[src/rtl/display_pkg.sv]
// Shared definitions for the seven-segment display capture path.
package display_pkg;

  // Segment patterns, a..g mapped onto bits [6:0]
  localparam logic [6:0] SEG_0 = 7'h3F;
  localparam logic [6:0] SEG_1 = 7'h06;
  localparam logic [6:0] SEG_2 = 7'h5B;
  localparam logic [6:0] SEG_3 = 7'h4F;
  localparam logic [6:0] SEG_4 = 7'h66;
  localparam logic [6:0] SEG_5 = 7'h6D;
  localparam logic [6:0] SEG_6 = 7'h7D;
  localparam logic [6:0] SEG_7 = 7'h07;
  localparam logic [6:0] SEG_8 = 7'h7F;
  localparam logic [6:0] SEG_9 = 7'h6F;
  localparam logic [6:0] SEG_A = 7'h77;
  localparam logic [6:0] SEG_B = 7'h7C;
  localparam logic [6:0] SEG_C = 7'h39;
  localparam logic [6:0] SEG_D = 7'h5E;
  localparam logic [6:0] SEG_E = 7'h79;
  localparam logic [6:0] SEG_F = 7'h71;

  typedef enum logic [1:0] {
    ST_WAIT   = 2'd0,
    ST_SETTLE = 2'd1,
    ST_LATCH  = 2'd2
  } state_t;

  typedef struct packed {
    logic       ok;
    logic [3:0] nibble;
  } seg_dec_t;

  // Maps a segment pattern to {ok, nibble}; unknown patterns give {0, 0}
  function automatic seg_dec_t seg_to_nibble(input logic [6:0] s);
    seg_dec_t r;
    r.ok     = 1'b1;
    r.nibble = 4'h0;
    case (s)
      SEG_0:   r.nibble = 4'h0;
      SEG_1:   r.nibble = 4'h1;
      SEG_2:   r.nibble = 4'h2;
      SEG_3:   r.nibble = 4'h3;
      SEG_4:   r.nibble = 4'h4;
      SEG_5:   r.nibble = 4'h5;
      SEG_6:   r.nibble = 4'h6;
      SEG_7:   r.nibble = 4'h7;
      SEG_8:   r.nibble = 4'h8;
      SEG_9:   r.nibble = 4'h9;
      SEG_A:   r.nibble = 4'hA;
      SEG_B:   r.nibble = 4'hB;
      SEG_C:   r.nibble = 4'hC;
      SEG_D:   r.nibble = 4'hD;
      SEG_E:   r.nibble = 4'hE;
      SEG_F:   r.nibble = 4'hF;
      default: r.ok     = 1'b0;
    endcase
    return r;
  endfunction

endpackage

[src/rtl/seg_decoder.sv]
// Combinational decode of one seven-segment digit (plus dp) to a hex nibble.
module seg_decoder
  import display_pkg::*;
(
  input  logic [7:0] i_seg,
  output logic [3:0] o_nibble,
  output logic       o_dp,
  output logic       o_ok
);

  seg_dec_t w_dec;

  // Table lookup on a..g, dp passes straight through
  always_comb begin
    w_dec    = seg_to_nibble(i_seg[6:0]);
    o_nibble = w_dec.nibble;
    o_ok     = w_dec.ok;
    o_dp     = i_seg[7];
  end

endmodule

[src/rtl/display_capture.sv]
// Receive side of the multiplexed 8-digit display bus: settles, decodes and
// assembles the 32-bit word currently being scanned out.
module display_capture
  import display_pkg::*;
#(
  parameter int unsigned SETTLE         = 4,
  parameter int unsigned TIMEOUT_W      = 16,
  parameter bit          SEG_ACTIVE_LOW = 1'b0
) (
  input  logic        clk,
  input  logic        rst_n,
  input  logic [2:0]  which,
  input  logic [7:0]  seg,
  output logic [31:0] data_out,
  output logic [7:0]  dp_out,
  output logic        valid,
  output logic        changed,
  output logic        err,
  output logic        timeout
);

  localparam logic [7:0] LP_SETTLE = 8'(SETTLE);

  logic [2:0]           r_which;
  logic [7:0]           r_seg;
  logic [2:0]           r_which_d;
  logic [7:0]           r_seg_d;
  state_t               r_state;
  logic [7:0]           r_cnt;
  logic [31:0]          r_shadow;
  logic [7:0]           r_shadow_dp;
  logic [7:0]           r_mask;
  logic                 r_ferr;
  logic [TIMEOUT_W-1:0] r_tcnt;
  logic [31:0]          r_data_out;
  logic [7:0]           r_dp_out;
  logic                 r_valid;
  logic                 r_changed;
  logic                 r_err;
  logic                 r_timeout;

  logic [7:0] w_seg_in;
  logic       w_chg;
  logic       w_latch;
  logic       w_complete;
  logic       w_tmo_hit;
  logic [3:0] w_nib;
  logic       w_dp;
  logic       w_ok;
  logic [7:0] w_mask_base;
  logic       w_ferr_base;

  assign w_seg_in = SEG_ACTIVE_LOW ? ~seg : seg;

  // Input stage plus a delayed copy used only for change detection
  always_ff @(posedge clk or negedge rst_n) begin
    if (!rst_n) begin
      r_which   <= '0;
      r_seg     <= '0;
      r_which_d <= '0;
      r_seg_d   <= '0;
    end else begin
      r_which   <= which;
      r_seg     <= w_seg_in;
      r_which_d <= r_which;
      r_seg_d   <= r_seg;
    end
  end

  assign w_chg = ({r_which, r_seg} != {r_which_d, r_seg_d});

  seg_decoder u_dec (
    .i_seg    (r_seg),
    .o_nibble (w_nib),
    .o_dp     (w_dp),
    .o_ok     (w_ok)
  );

  // Settle FSM: a digit is latched once after holding SETTLE cycles
  always_ff @(posedge clk or negedge rst_n) begin
    if (!rst_n) begin
      r_state <= ST_WAIT;
      r_cnt   <= '0;
    end else begin
      case (r_state)
        ST_WAIT: begin
          if (w_chg) begin
            r_state <= ST_SETTLE;
            r_cnt   <= 8'd1;
          end
        end
        ST_SETTLE: begin
          if (w_chg) begin
            r_cnt <= 8'd1;
          end else if (r_cnt >= LP_SETTLE) begin
            r_state <= ST_LATCH;
          end else begin
            r_cnt <= r_cnt + 8'd1;
          end
        end
        ST_LATCH: begin
          if (w_chg) begin
            r_state <= ST_SETTLE;
            r_cnt   <= 8'd1;
          end else begin
            r_state <= ST_WAIT;
            r_cnt   <= '0;
          end
        end
        default: begin
          r_state <= ST_WAIT;
          r_cnt   <= '0;
        end
      endcase
    end
  end

  assign w_latch    = (r_state == ST_LATCH);
  assign w_complete = (r_mask == 8'hFF);
  assign w_tmo_hit  = (r_mask != 8'h00) && !w_complete && (r_tcnt == '1);

  // Completion and timeout both restart the frame; a digit latched in that
  // same cycle still lands in the fresh mask so it is not lost.
  always_comb begin
    w_mask_base = (w_complete || w_tmo_hit) ? 8'h00 : r_mask;
    w_ferr_base = (w_complete || w_tmo_hit) ? 1'b0 : r_ferr;
  end

  // Shadow word, mask and per-frame error accumulation
  always_ff @(posedge clk or negedge rst_n) begin
    if (!rst_n) begin
      r_shadow    <= '0;
      r_shadow_dp <= '0;
      r_mask      <= '0;
      r_ferr      <= 1'b0;
    end else begin
      if (w_latch) begin
        r_shadow[{r_which, 2'b00} +: 4] <= w_nib;
        r_shadow_dp[r_which]            <= w_dp;
        r_mask <= w_mask_base | (8'b1 << r_which);
        r_ferr <= w_ferr_base | ~w_ok;
      end else begin
        r_mask <= w_mask_base;
        r_ferr <= w_ferr_base;
      end
    end
  end

  // Frame timeout counter, running only while a frame is partly captured
  always_ff @(posedge clk or negedge rst_n) begin
    if (!rst_n) begin
      r_tcnt <= '0;
    end else if (w_complete || w_tmo_hit || (r_mask == 8'h00)) begin
      r_tcnt <= '0;
    end else begin
      r_tcnt <= r_tcnt + 1'b1;
    end
  end

  // Output registers and one-cycle status pulses
  always_ff @(posedge clk or negedge rst_n) begin
    if (!rst_n) begin
      r_data_out <= '0;
      r_dp_out   <= '0;
      r_valid    <= 1'b0;
      r_changed  <= 1'b0;
      r_err      <= 1'b0;
      r_timeout  <= 1'b0;
    end else begin
      r_valid   <= w_complete;
      r_changed <= w_complete && (r_shadow != r_data_out);
      r_err     <= w_complete && r_ferr;
      r_timeout <= w_tmo_hit;
      if (w_complete) begin
        r_data_out <= r_shadow;
        r_dp_out   <= r_shadow_dp;
      end
    end
  end

  assign data_out = r_data_out;
  assign dp_out   = r_dp_out;
  assign valid    = r_valid;
  assign changed  = r_changed;
  assign err      = r_err;
  assign timeout  = r_timeout;

endmodule

[config.mk]
export PLATFORM = sky130hd
export DESIGN_NAME = display_capture
export DESIGN_NICKNAME = d
export VERILOG_FILES = /design/src/rtl/display_pkg.sv /design/src/rtl/seg_decoder.sv /design/src/rtl/display_capture.sv
export SDC_FILE = /design/constraint.sdc
export NUM_CORES = 1
export LEC_CHECK = 0
export BUFFER_PORTS_ARGS = -buffer_cell sky130_fd_sc_hd__buf_2
export CAP_MARGIN = 0
export CORE_MARGIN = 4
export CORE_UTILIZATION = 40
export DETAILED_ROUTE_END_ITERATION = 12
export PLACE_DENSITY = 0.53
export SYNTH_ARGS = -nofsm -noshare
export SYNTH_HDL_FRONTEND = slang
export SYNTH_SLANG_ARGS = --single-unit
[constraint.sdc]
create_clock -name clk -period 4.4 [get_ports clk]
set_input_delay 0 -clock clk [delete_from_list [all_inputs] [get_ports clk]]
set_output_delay 0 -clock clk [all_outputs]
set_load 0.02 [all_outputs]
Word-level counts from Yosys, hierarchy flattened
Index checks and enable logic that the tools add are counted.
W data, S select, Z words.
Word-level totals
  flip-flop bits (word level): 141
  output and inout bits: 44
  logic and storage cells: 90
  bits of input ports: 13
Operators by class
  add/subtract/negate cells: 3
  magnitude comparators: 3
  bitwise gates (word level): 3
  mux-type cells: 21
  reduce and logical (&&, ||, !) cells: 14
  shift-type cells: 3
  eq/ne operators: 26
Operators by type and width (count)
  $eq A7 B7 Y1 const B: 12
  $pmux W4 S15: 1
  $mux W8: 5
  $bwmux W32: 1
  $ne A32 B32 Y1: 1
  $shift A4 B7 Y32 const A: 1
  $shiftx A4 B7 Y32: 1
  $pmux W8 S3: 1
  $add A16 B1 Y16 const B: 1
  $eq A16 B16 Y1 const B: 1
  $mux W16: 1
  $reduce_or A16 Y1: 1
  $eq A7 B3 Y1 const B: 2
  $eq A7 B6 Y1 const B: 2
  $ne A11 B11 Y1: 1
  $add A8 B1 Y8 const B: 1
  $bwmux W8: 1
  $eq A8 B8 Y1 const B: 1
  $ge A8 B3 Y1 const B: 1
  $logic_not A8 Y1: 1
  $or A8 B8 Y8: 1
  $reduce_bool A8 Y1: 1
  $shl A1 B3 Y8 const A: 1
  $neg A5 Y7: 1
  other kinds (18): 32

Depth between registers and ports, before layout
Gate-level depths: netlist of run 1.
  word-level depth: 8
  gate-level depth with buffers: 8
  mapped depth without buffers: 7

Hierarchy
From an unflattened synthesis of run 1, not the netlist that was laid out.
Unflattened totals
  cells, all modules: 513
  area total of the unflattened synthesis: 6417.4 µm²
Modules (own cells, without submodules)
  display_capture: instances 1, sequential area each 3528.4 µm², cells an instance 455, area each 6009.5 µm²
  seg_decoder: instances 1, sequential area each 0.0 µm², cells an instance 58, area each 407.9 µm²

Least setup slack after synthesis of run 1
No wires, ideal clock.
  kind: reg-to-reg
  start: reg r_which[1]
  end: reg r_shadow[28]
  path slack: 2.303 ns
  arrival: 1.972 ns
  stages on the path, launching flop included: 7
  path buffers: 1
  period minus slack after synthesis: 2.097 ns
  library setup time: 0.125 ns
  cell sequence: dfrtp_1 > inv_1 > ha_1 > ha_1 > clkbuf_1 > nor4_4 > mux2_2
On the way
  cells in the longest elaborated chain, start to end: 3
RTL lines
  start: declaration: RTL line display_capture.sv:24  | logic [2:0] r_which;
  start signal: assignment: RTL line display_capture.sv:63  | r_which <= which;
  $neg A5 Y7 (*): RTL line display_capture.sv:138  | r_shadow[{r_which, 2'b00} +: 4] <= w_nib;
  $shiftx A4 B7 Y32 or $shift A4 B7 Y32 (tied branches): RTL line display_capture.sv:138
  $bwmux W32 (*): RTL line display_capture.sv:138
  end signal: indexed assignment: RTL line display_capture.sv:138
  end: declaration: RTL line display_capture.sv:30  | logic [31:0] r_shadow;
Every way passes the cells marked *; elsewhere a longest branch is shown, timed or not.
A chain may end at the register's enable or synchronous reset.

Final worst setup path of run 1
  start: reg r_which[0]
  end: reg r_shadow[20]
The elaborated chain is that of the path after synthesis.

==> results summary, run 1 <==
The count of cell types in the netlist is 52. Summed over all nets, wire length on met3 after detailed routing comes to 407 um. sky130_fd_sc_hd__dfrtp_1 is the most common cell in the netlist. The setup fix buffers added after clock tree synthesis is 0. By count the netlist is led by 141 x sky130_fd_sc_hd__dfrtp_1, 62 x sky130_fd_sc_hd__mux2_2, 52 x sky130_fd_sc_hd__xnor2_1.

The wire-length estimate of the detail-placed layout is 8392 um. The number of detailed-routing iterations run before antenna repair is 4. The post-layout minimum cycle time came out at 2.302 ns. 57 I/O pins were placed. The gate count of the mapped netlist came out at 491. The number of antenna violations at the first check in global routing came out at 0. The actual slew at the worst max-slew pin came out at 0.9273 ns. In this design, the critical path's most frequently occurring cell is sky130_fd_sc_hd__ha_1. Routed signal wires occupy layers up through met4. STA classifies the critical path endpoint as a register.

Setup repair after global routing left no endpoint under its margin. The die width is 132.1 um. The CTS tree is done.

The worst path meets setup with 2.098 ns of slack. Routability-driven placement finished with a final weighted congestion of 0.7939. The area growth from synthesis to layout is 19.80%. The worst endpoint required time is 4.70 ns. Summed over all nets, wire length on met2 after detailed routing comes to 5723 um. The number of gates given a new drive strength after cts came out at 0. The cell leakage power is 3.485 nW. The total power density per cell area came out at 403.6 nW/um^2. The longest individual stage delay on the worst path came out at 0.48 ns.

The count of standard-cell rows is 45. The worst-path maximum fanout is 7. The fraction of synthesized cell area taken by the top area cell type came out at 0.5732. In the post-synthesis netlist, the biggest area contributors are sky130_fd_sc_hd__dfrtp_1 57%, sky130_fd_sc_hd__mux2_2 11%, sky130_fd_sc_hd__xnor2_1 7.4%, sky130_fd_sc_hd__nor2_1 2.0%, sky130_fd_sc_hd__ha_1 1.8%. The flow ran to the end, and the final reports show no timing, DRC or antenna violations. The post-detailed-route count of antenna-violating nets came out at 0. The number of levels in the clock H-tree is 4. The worst-path cell with the longest stage delay is sky130_fd_sc_hd__dfrtp_1.

The standard cell core area came out at 15150 um^2. The setup slack after placement came out at 2.123 ns. Across the run, the number of max-cap violations was 0. The relative slew slack is 0.3818.

The yosys synthesis warning count came out at 0. The effective utilization at floorplan is 0.4064. The global-route wire length before repair came out at 20780 um. The clock edge transition at the registers on the reported setup and hold paths is 0.06 ns. The number of pins exceeding their max-slew limit in the final report came out at 0.

The floorplan step defined a die boundary enclosing 17440 um^2. The first-iteration detailed-routing DRC count came out at 186. IR analysis of the VDD net gives a maximum drop of 0.2522 mV. Entering global routing, the biggest net connects 106 pins.

The share of flip-flops with an asynchronous set or reset after synthesis came out at 1.000. In this design, the largest share of critical-path delay is due to simple AND/OR/NAND/NOR gates. The routed length on met1 came out at 5820 um. The count of input and output buffers is 56. The worst setup skew after layout is 0.007899 ns.

Traced cell by cell, the critical path runs through inv_1, ha_1, ha_1, nor2b_1, nor3b_4, mux2_2. The register bit total from synthesis came out at 141. The maximum achievable frequency came out at 434.4 MHz. The number of CTS-inserted buffers is 17. The count of nets after finishing came out at 586. The worst path buffer plus inverter count is 1. The hold violation total from the final report came out at 0. The nature of the critical path startpoint is a register.

The wire length reported by the detailed router is 12120 um. The cell at the root of the clock tree is sky130_fd_sc_hd__clkbuf_16. The sequential element share of the synthesized area is 0.5732.

The worst path arrival time came out at 2.60 ns. Among all flip-flop cells after synthesis, the most frequent one is sky130_fd_sc_hd__dfrtp_1. sky130_fd_sc_hd__dfrtp_1 takes more of the synthesized area than any other cell. In the final routed layout, each cell accounts on average for 15.84 um. Synthesis produced a netlist with a net count of 513.

The tree built by TritonCTS fans out to 141 sinks. In the routed layout, each cell is associated on average with a via count of 5.064. The die is 132.1 um tall. The via count of the first global-routing pass came out at 3983. The class of the worst hold path is in -> reg. Of the available clock period, the critical path in the final layout requires 0.5231.

A synthesized cell averages 12.54 um^2. The count of flip-flops with a built-in enable after synthesis came out at 0. The final antenna diode count is 0. The final total negative setup slack came out at 0 ns.

The global routing usage summed across all routing layers is 0.1494. The mapped netlist covers 6156 um^2. The detailed-route DRC error count is 0. The clock tree buffer depth is 2. The global-route congestion overflow total is 0. The clock latency reported for the late side of the worst-skew pair is 0.42 ns. The worst setup path category is reg -> reg. Detailed routing inserted a total of 3874 vias. The count of final setup violators came out at 0.

The layout cell share with drive strength beyond 1 is 0.2825.
==> where the power goes <==
part           total [mW]  switching, mW  internal [mW]  leakage (nW)
registers            1.33         0.0201           1.31          1.91
logic              0.0819         0.0506         0.0313          1.26
clock network        1.57          0.530           1.04         0.315
total                2.98          0.601           2.38          3.48
==> state kept, by name, summed over array words and instances (netlist names) <==
register / cells
changed: 1
data_out: 32
dp_out: 8
err: 1
r_cnt: 8
r_ferr: 1
r_mask: 8
r_seg: 8
r_seg_d: 8
r_shadow: 32
r_shadow_dp: 8
r_state: 2
r_tcnt: 16
r_which: 3
r_which_d: 3
timeout: 1
valid: 1
==> routing by layer <==
layer,up-vias,track usage
met5,-,0
met4,0,0.05426
met3,15,0.03969
met2,56,0.2261
met1,1925,0.2077
li1,1878,-
==> kinds of logic (layout without fill, tap and decap cells) <==
kind of cell               count (synthesis)  after routing  share of synthesized area
and+or+nand+nor                          142            142                     0.1315
AOI/OAI and AO/OA                         52             52                    0.05935
DFF                                      141            141                     0.5732
xor gates and xnor gates                  59             59                    0.08394
buffers and inverters                     26            112                    0.02033
adders and majority gates                  9              9                    0.01829
muxes                                     62             62                     0.1134
==> through the flow <==
stage / utilization / hold WS, ns / std cells / area, um^2 / power, mW
floorplan: - / -0.2956 / 491 / 6156 / 1.385
global placement: 0.4361 / 0.1078 / 721 / 6605 / 1.425
detailed placement: 0.4361 / 0.1093 / 721 / 6605 / 1.427
CTS: 0.4869 / 0.1992 / 765 / 7375 / 3.016
global route: 0.4869 / 0.2242 / 765 / 7375 / 3.092
finish: 0.4869 / 0.2194 / 765 / 7375 / 2.977
==> placed cells by master, fill, tap and decap left out, types with 9 or more instances in the layout <==
cell                            netlist  routed
sky130_fd_sc_hd__xnor2_1             52      52
sky130_fd_sc_hd__nand3_1             19      19
sky130_fd_sc_hd__inv_1               10      10
sky130_fd_sc_hd__buf_2               10      55
sky130_fd_sc_hd__ha_1                 9       9
sky130_fd_sc_hd__dlygate4sd3_1        0      12
sky130_fd_sc_hd__nand2_1             29      29
sky130_fd_sc_hd__dfrtp_1            141     141
sky130_fd_sc_hd__nand4_1             17      17
sky130_fd_sc_hd__mux2_2              62      62
sky130_fd_sc_hd__clkbuf_16            0      17
sky130_fd_sc_hd__nor2_1              32      32
sky130_fd_sc_hd__o21ai_0             16      16
==> worst paths after layout <==
path	startpoint	endpoint	slack, ns	cells after the start
max reg2reg	r_which[0]	r_shadow[20]	2.10	6
min	seg[7]	r_seg[7]	0.22	2
min in group asynchronous	rst_n	r_tcnt[8]	0.29	2
max in group asynchronous	rst_n	r_mask[1]	3.06	3
min reg2reg	r_ferr	err	0.48	1
max	r_which[0]	r_shadow[20]	2.10	6
==> worst reg2reg max path, cell delays in order (launching register included) <==
cell                      delay, ns
sky130_fd_sc_hd__dfrtp_1       0.48
sky130_fd_sc_hd__inv_1         0.19
sky130_fd_sc_hd__ha_1          0.26
sky130_fd_sc_hd__ha_1          0.27
sky130_fd_sc_hd__nor2b_1       0.25
sky130_fd_sc_hd__nor3b_4       0.37
sky130_fd_sc_hd__mux2_2        0.38
==> area by class of cell <==
cell class	count	area (um^2)
fillers	1331	7771
flip-flops and latches	141	3528
multi-input cells	324	2502
clock buffers	22	464.2
repair buffers	70	421.7
well taps	188	235.2
clock inverters	10	185.2
inverters	10	37.54
==> what timing repair did <==
item,4_1_cts,5_1_grt
hold buffers,12,0
endpoints found under the setup margin,0,0
hold endpoints to repair,115,0
(Power assumes the default switching activity.)
==> inputs of run 2 (changes only) <==
--- a/config.mk
+++ b/config.mk
@@ -5,6 +5,7 @@
 export SDC_FILE = /design/constraint.sdc
 export NUM_CORES = 1
 export LEC_CHECK = 0
+export ABC_AREA = 1
 export BUFFER_PORTS_ARGS = -buffer_cell sky130_fd_sc_hd__buf_2
 export CAP_MARGIN = 0
 export CORE_MARGIN = 4
==> constraint.sdc (replaced) <==
create_clock -name clk -period 2.2 [get_ports clk]
set_input_delay 0 -clock clk [delete_from_list [all_inputs] [get_ports clk]]
set_output_delay 0 -clock clk [all_outputs]
set_load 0.02 [all_outputs]
==> run 2 against run 1 <==
Fmax increased by 20%. Critical endpoint is now r_shadow[18]. Synthesized area increased by 8.2%. First-iteration DRC count increased by 47%. Count of clock-buffer cells in the layout increased by 3. Sequential power increased by 98%. Highest routed layer unchanged. Global-route usage increased by 1.8 points. Die area increased by 7.7%.
==> results summary, run 2 <==
The relative slew slack came out at 0.5959. The detailed router finished its first iteration with 273 violations. By count the netlist is led by 294 x sky130_fd_sc_hd__nand2_1, 141 x sky130_fd_sc_hd__dfrtp_1, 80 x sky130_fd_sc_hd__nor2_1.

0 antenna diodes ended up in the layout. The wire length reported by the detailed router came out at 14530 um. The gate count of the mapped netlist came out at 815. The post-layout instance area is 7856 um^2.

STA classifies the critical path startpoint as a register. The part of the total power dissipated in sequential elements came out at 0.494. The run finished with clean final reports. Of the total power, the clock network draws 0.467. The average size of a mapped cell is 8.173 um^2. The global routing usage summed across all routing layers came out at 0.1674. The floorplan step defined a core boundary enclosing 16120 um^2. The longest individual stage delay on the worst path came out at 0.46 ns.

The number of CTS-inserted buffers is 17. The number of pins exceeding their max-slew limit in the final report is 0. Of the total power, the share spent switching nets is 0.2262. The register bit total from synthesis is 141.

The share of flip-flops with an asynchronous set or reset after synthesis is 1.000. The max-cap check violation count is 0. The fraction of synthesized cell area taken by the top area cell type is 0.5297. Setup violations remaining at the end of the flow were counted as 0.

The worst path buffer plus inverter count came out at 4. The yosys synthesis warning count is 0. The detailed-route DRC error count is 0.

The count of standard-cell rows is 46. Walking the worst path, the cells encountered are inv_1, ha_1, ha_1, inv_1, nor3_4, inv_2, nor2_4, inv_2, nand2_1, o21ai_1. The post-route worst hold slack came out at 0.1030 ns. The library cell used most frequently in the layout, excluding fill and tap cells, is sky130_fd_sc_hd__nand2_1.

The total power of the final layout came out at 5.354 mW. Data on the critical path is required at its endpoint by 2.50 ns. sky130_fd_sc_hd__dfrtp_1 takes more of the synthesized area than any other cell. The cell at the root of the clock tree is sky130_fd_sc_hd__clkbuf_16.

Setup total negative slack on the finished layout was measured at 0 ns. The routed length on met1 is 6868 um. The synthesized netlist net count is 837.

The clock edge transition at the registers on the reported setup and hold paths is 0.06 ns. The wire length on met2 came out at 6868 um. The worst path arrival time is 2.22 ns. In this run the remaining antenna-violating nets after routing total 0. The class of the worst hold path is in -> async. The first global-routing pass estimated 24640 um of wire. The total power density per cell area is 681.5 nW/um^2. The cell area after synthesis came out at 6661 um^2. The later pin in the worst-skew pair is clocked with a latency of 0.42 ns. The die outline area came out at 18780 um^2. For this design the total switching power over the nets is 1.211 mW.

In this run the top signal layer used is met4. The number of antenna violations at the first check in global routing is 0. Among all flip-flop cells after synthesis, the most frequent one is sky130_fd_sc_hd__dfrtp_1. For this design the static power due to leakage is 4.215 nW. The hold violation total from the final report came out at 0. Setup repair after global routing left no endpoint under its margin. The die is 137.1 um wide. The number of detailed-routing iterations run before antenna repair is 5. The largest net degree at the start of global routing came out at 65. The detailed router placed 5288 vias in this run. The count of cell types in the netlist is 37. By area the synthesized netlist is led by sky130_fd_sc_hd__dfrtp_1 53%, sky130_fd_sc_hd__nand2_1 17%, sky130_fd_sc_hd__nor2_1 4.5%, sky130_fd_sc_hd__xor2_1 4.1%, sky130_fd_sc_hd__inv_1 4.1%. The combinational power share is 0.039. The via count of the first global-routing pass came out at 5192. The number of levels in the clock H-tree came out at 4. The clock passes through at most 2 buffers. After detailed routing, the average wire length per cell comes to 12.91 um.

The final HPWL from detailed placement came out at 10370 um. Routability-driven placement finished with a final weighted congestion of 0.8032. The number of clock sinks came out at 141. The top cell types in the final layout, fill and taps aside, are 293 x sky130_fd_sc_hd__nand2_1, 141 x sky130_fd_sc_hd__dfrtp_1, 80 x sky130_fd_sc_hd__nor2_1. After detailed routing, the met3 layer carries 547 um of wire. IR analysis of the VDD net gives a maximum drop of 0.5681 mV. The worst-path maximum fanout is 8. The CTS tree is done. The portion of the clock cycle consumed by the worst path in the final layout came out at 0.8710. Of the synthesized area, sequential elements account for 0.5297. The average via count per standard cell came out at 4.696. The worst setup path is captured at a register.

For this run, the post-layout net count is 919. The dominant cell by count in the synthesized netlist is sky130_fd_sc_hd__nand2_1. The die outline height is 137.1 um.

The internal power of the cells totals 4.143 mW. In this run, synthesis inferred 0 flip-flops with an integrated enable. The global-route congestion overflow total came out at 0. The count of buffers added on input and output ports is 56.

The kind of cell with the highest combined delay along the critical path is adder cells. The effective utilization at floorplan is 0.4134. The maximum achievable frequency is 521.9 MHz. The I/O pin count is 57.

The actual slew at the worst max-slew pin came out at 0.6055 ns. The worst-path cell with the longest stage delay is sky130_fd_sc_hd__dfrtp_1. In the final layout, the share of cells above drive strength 1 is 0.1418. The clock period could shrink to 1.916 ns. The critical path is of the reg -> reg type. After detailed placement, the total cell area comes to 7229 um^2. The worst setup skew after layout is 0.009867 ns. Relative to the synthesized area, the layout overhead comes to 17.94%.
-- run 2: what timing repair did --
action	4_1_cts	5_1_grt
resized for setup	0	0
hold buffers	12	0
setup buffers	0	0
endpoints found under the hold margin	63	0
-- run 2: layout make-up --
class / count / area (um^2)
Sequential cell: 141 / 3528
Multi-Input combinational cell: 570 / 2724
Fill cell: 1602 / 8259
Clock inverter: 7 / 41.29
Inverter: 90 / 340.3
Clock buffer: 25 / 465.4
Timing Repair Buffer: 77 / 486.7
Tap cell: 216 / 270.3
-- run 2: final timing paths --
check	from	to	slack, ns	cells past startpoint
min in group clk	seg[5]	r_seg[5]	0.22	2
max in group asynchronous	rst_n	dp_out[1]	1.37	3
setup reg to reg	r_which[1]	r_shadow[18]	0.28	10
hold reg to reg	r_tcnt[0]	r_tcnt[0]	0.46	1
setup / recovery	r_which[1]	r_shadow[18]	0.28	10
hold / removal	rst_n	r_tcnt[2]	0.10	2
-- run 2: cell families (layout without fill, tap and decap cells) --
| kind of cell | after synthesis | after routing | synth area share |
|---|---|---|---|
| AND/OR/NAND/NOR | 473 | 473 | 0.3043 |
| flip-flops | 141 | 141 | 0.5297 |
| XOR/XNOR | 36 | 36 | 0.04733 |
| buffers and inverters | 104 | 199 | 0.06179 |
| AO/OA/AOI/OAI | 52 | 52 | 0.04001 |
| adder cells (fa/ha/maj) | 9 | 9 | 0.01690 |
-- run 2: stage by stage --
stage          cells  worst slack, ns    util
3_5_place_dp    1082           0.2893  0.4486
3_3_place_gp    1082           0.3421  0.4486
5_1_grt         1126           0.1132  0.4875
2_1_floorplan    815           0.3033       -
6_report        1126           0.2839  0.4875
4_1_cts         1126           0.2731  0.4875
-- run 2: per-layer routing --
layer,global-route usage,vias to the layer above
li1,-,2701
met1,0.2219,2474
met2,0.2736,92
met3,0.03419,21
met4,0.05765,0
met5,0,-
-- run 2: power by group through the flow --
stage               Sequential, mW  Combinational (mW)  Clock, mW
floorplan                     2.68              0.0986          0
global placement              2.69               0.193          0
detailed placement            2.69               0.198          0
CTS                           2.64               0.215       2.57
global route                  2.65               0.241       2.68
finish                        2.64               0.209       2.50
-- run 2: worst reg2reg max path: cells and delay by family, from the launching register on --
kind | cells | cell delay [ns]
fa+ha+maj | 2 | 0.52
flops | 1 | 0.46
compound gates | 1 | 0.07
buf+inv | 4 | 0.36
simple gates | 3 | 0.40
==> inputs of run 3 (changes only) <==
--- a/config.mk
+++ b/config.mk
@@ -5,11 +5,11 @@
 export SDC_FILE = /design/constraint.sdc
 export NUM_CORES = 1
 export LEC_CHECK = 0
-export ABC_AREA = 1
 export BUFFER_PORTS_ARGS = -buffer_cell sky130_fd_sc_hd__buf_2
 export CAP_MARGIN = 0
 export CORE_MARGIN = 4
 export CORE_UTILIZATION = 40
+export CTS_CLUSTER_DIAMETER = 150
 export DETAILED_ROUTE_END_ITERATION = 12
 export PLACE_DENSITY = 0.53
 export SYNTH_ARGS = -nofsm -noshare
==> run 3 against run 2 <==
Largest power group is now the clock network. Hold slack gained 0.0084 ns. First-iteration DRC count shrank 24%. Routed wire length shrank 14%. Combinational power shrank 8%. Die area shrank 7.2%. Global-route usage shrank 1.5 points. Sequential share of layout area grew 2.3 points. Critical path type unchanged. Largest cell class unchanged.
==> results summary, run 3 (synthesis results as in run 1) <==
The run finished with clean final reports. The largest net degree at the start of global routing came out at 65. The setup fix buffers added after clock tree synthesis came out at 0. The filler cells instantiated in the layout total 1364. The later pin in the worst-skew pair is clocked with a latency of 0.42 ns.

The end-of-flow core utilization came out at 0.4936. The worst flop-to-flop path endpoint is r_shadow[24]. In this run the standard cell core region covers 15150 um^2.

The setup slack after placement came out at 0.2784 ns. The worst-path cell with the longest stage delay is sky130_fd_sc_hd__dfrtp_1. The die width came out at 132.1 um. In this run the worst hold path is classified as in -> async.

The maximum achievable frequency came out at 507.4 MHz. STA classifies the critical path startpoint as a register. Traced cell by cell, the critical path runs through o211ai_1, a2111oi_0, a21o_1, mux2_2. The longest individual stage delay on the worst path came out at 0.65 ns. The total power density per cell area is 785.9 nW/um^2. The number of levels in the clock H-tree came out at 4. The count of final setup violators came out at 0.

The area taken by multi-input logic gates is 2502 um^2. Setup repair after global routing left no endpoint under its margin. VDD sags by at most 0.6886 mV. The global-route wire length before repair is 21220 um. The routed wire length per instance is 16.06 um. The global-route congestion overflow total came out at 0.

After clock tree synthesis, the clock-pin slew on the worst setup and hold paths is 0.06 ns. Broken down by cell family, the worst path's largest delay share belongs to compound AO/OA/AOI/OAI gates. The die outline height is 132.1 um. No sink is reached through more buffers than the 2 on the longest clock path. The post-detailed-route count of antenna-violating nets came out at 0. In the final layout, the share of cells above drive strength 1 is 0.3029. The worst path setup slack after routing came out at 0.2290 ns.

In this run the clock root is driven by a sky130_fd_sc_hd__clkbuf_16. In this run the register-to-register setup slack is 0.23 ns. STA classifies the critical path endpoint as a register. The actual slew at the worst max-slew pin came out at 0.5942 ns.

The count of standard-cell rows came out at 45. Max-cap violations in this run came to 0. The worst setup skew after layout is 0.01391 ns. For the worst setup path, the data arrival time is 2.32 ns. The depth of the worst register-to-register path is 4. The number of pins exceeding their max-slew limit in the final report was 0. Port buffering added 56 buffers. After layout, the minimum clock period comes to 1.971 ns.

The die outline area is 17440 um^2. The detailed-route via count came out at 3931. The first-iteration detailed-routing DRC count came out at 208. The number of CTS-inserted buffers came out at 17. The startpoint identified for the worst register-to-register timing path is r_seg[5]. At the worst endpoint, the required time is 2.55 ns. The sequential cell area in the final layout is 3528 um^2.

The number of clock sinks is 141. The final antenna diode count is 0. After layout, the design draws a total of 5.876 mW.

In the final design database the tool counted 600 nets. The via count of the first global-routing pass is 4113. Of the available clock period, the critical path in the final layout requires 0.8959.

The worst-path maximum fanout came out at 14. The number of antenna violations at the first check in global routing is 0. The library cell used most frequently in the layout, excluding fill and tap cells, is sky130_fd_sc_hd__dfrtp_1. The final HPWL from detailed placement is 8826 um.

The area growth from synthesis to layout came out at 21.44%. The initial utilization of the core area, before any placement, comes to 0.4064. The critical path is of the reg -> reg type. The relative slew slack came out at 0.6002. The analysis attributes to cell leakage a power of 3.540 nW. The hold violation total from the final report came out at 0. Across every metal layer, demand over resource in global routing totals 0.1519. The wire length reported by the detailed router came out at 12510 um.

The final estimated routing congestion in global placement is 0.7902. TritonCTS built the clock tree. The critical path contains buffers and inverters numbering 0 combined. The I/O pin count is 57. The detailed-route DRC error count is 0. In the layout the commonest cells are 141 x sky130_fd_sc_hd__dfrtp_1, 62 x sky130_fd_sc_hd__mux2_2, 55 x sky130_fd_sc_hd__buf_2. The final total negative setup slack came out at 0 ns. The first TritonRoute pass finished after 4 iterations.

The average via count per standard cell came out at 5.046.
## run 3: cell types whose count changed in the layout (fill, tap and decap cells not counted), sizes merged, moves of 25 or more
| cell | previous run | this run |
|---|---|---|
| nand2 | 298 | 29 |
| inv | 88 | 11 |
| mux2 | 0 | 62 |
| nor2 | 92 | 34 |
| xnor2 | 5 | 52 |
| o21ai | 45 | 17 |
| nor3 | 28 | 3 |
## run 3: metal layers
layer	GRT usage	share of wire	vias to the layer above
met2	0.2323	0.47	60
met1	0.2102	0.49	1939
li1	-	-	1920
met5	0	0	-
met4	0.05484	0.013	0
met3	0.03893	0.031	12
## run 3: timing repair
item                      4_1_cts  5_1_grt
resized for setup               0        0
hold endpoints to repair       70        0
hold buffers                   12        0
## run 3: final cells by class
class / count / share of cell area
repair buffers: 84 / 0.07213
clock inverters: 13 / 0.02544
flip-flops and latches: 141 / 0.4720
clock buffers: 19 / 0.05925
multi-input cells: 324 / 0.3347
well taps: 188 / 0.03146
inverters: 10 / 0.005021
## run 3: power breakdown
group          switching, mW  leakage, nW  internal [mW]
sequential            0.0295         1.91           2.61
combinational          0.117         1.34         0.0762
clock                   1.11        0.296           1.93
## run 3: worst max-delay path by stage
stage | from | end | slack, ns | cells past startpoint
6_report | r_seg[5] | r_shadow[24] | 0.23 | 4
5_1_grt | r_seg[1] | r_shadow[24] | 0.10 | 5
4_1_cts | r_seg[5] | r_shadow[24] | 0.25 | 4
3_5_place_dp | r_which[1] | r_shadow[24] | 0.28 | 7
3_3_place_gp | r_which[1] | r_shadow[20] | 0.31 | 5
2_1_floorplan | r_which[1] | r_shadow[28] | 0.10 | 6
## run 3: through the flow
step                      cells  hold WS [ns]  instance area [um^2]
after floorplan             491       -0.2956                  6156
after global placement      735      0.007511                  6723
after detailed placement    735       0.01309                  6723
after CTS                   779        0.1370                  7476
after global routing        779        0.1560                  7476
final                       779        0.1114                  7476
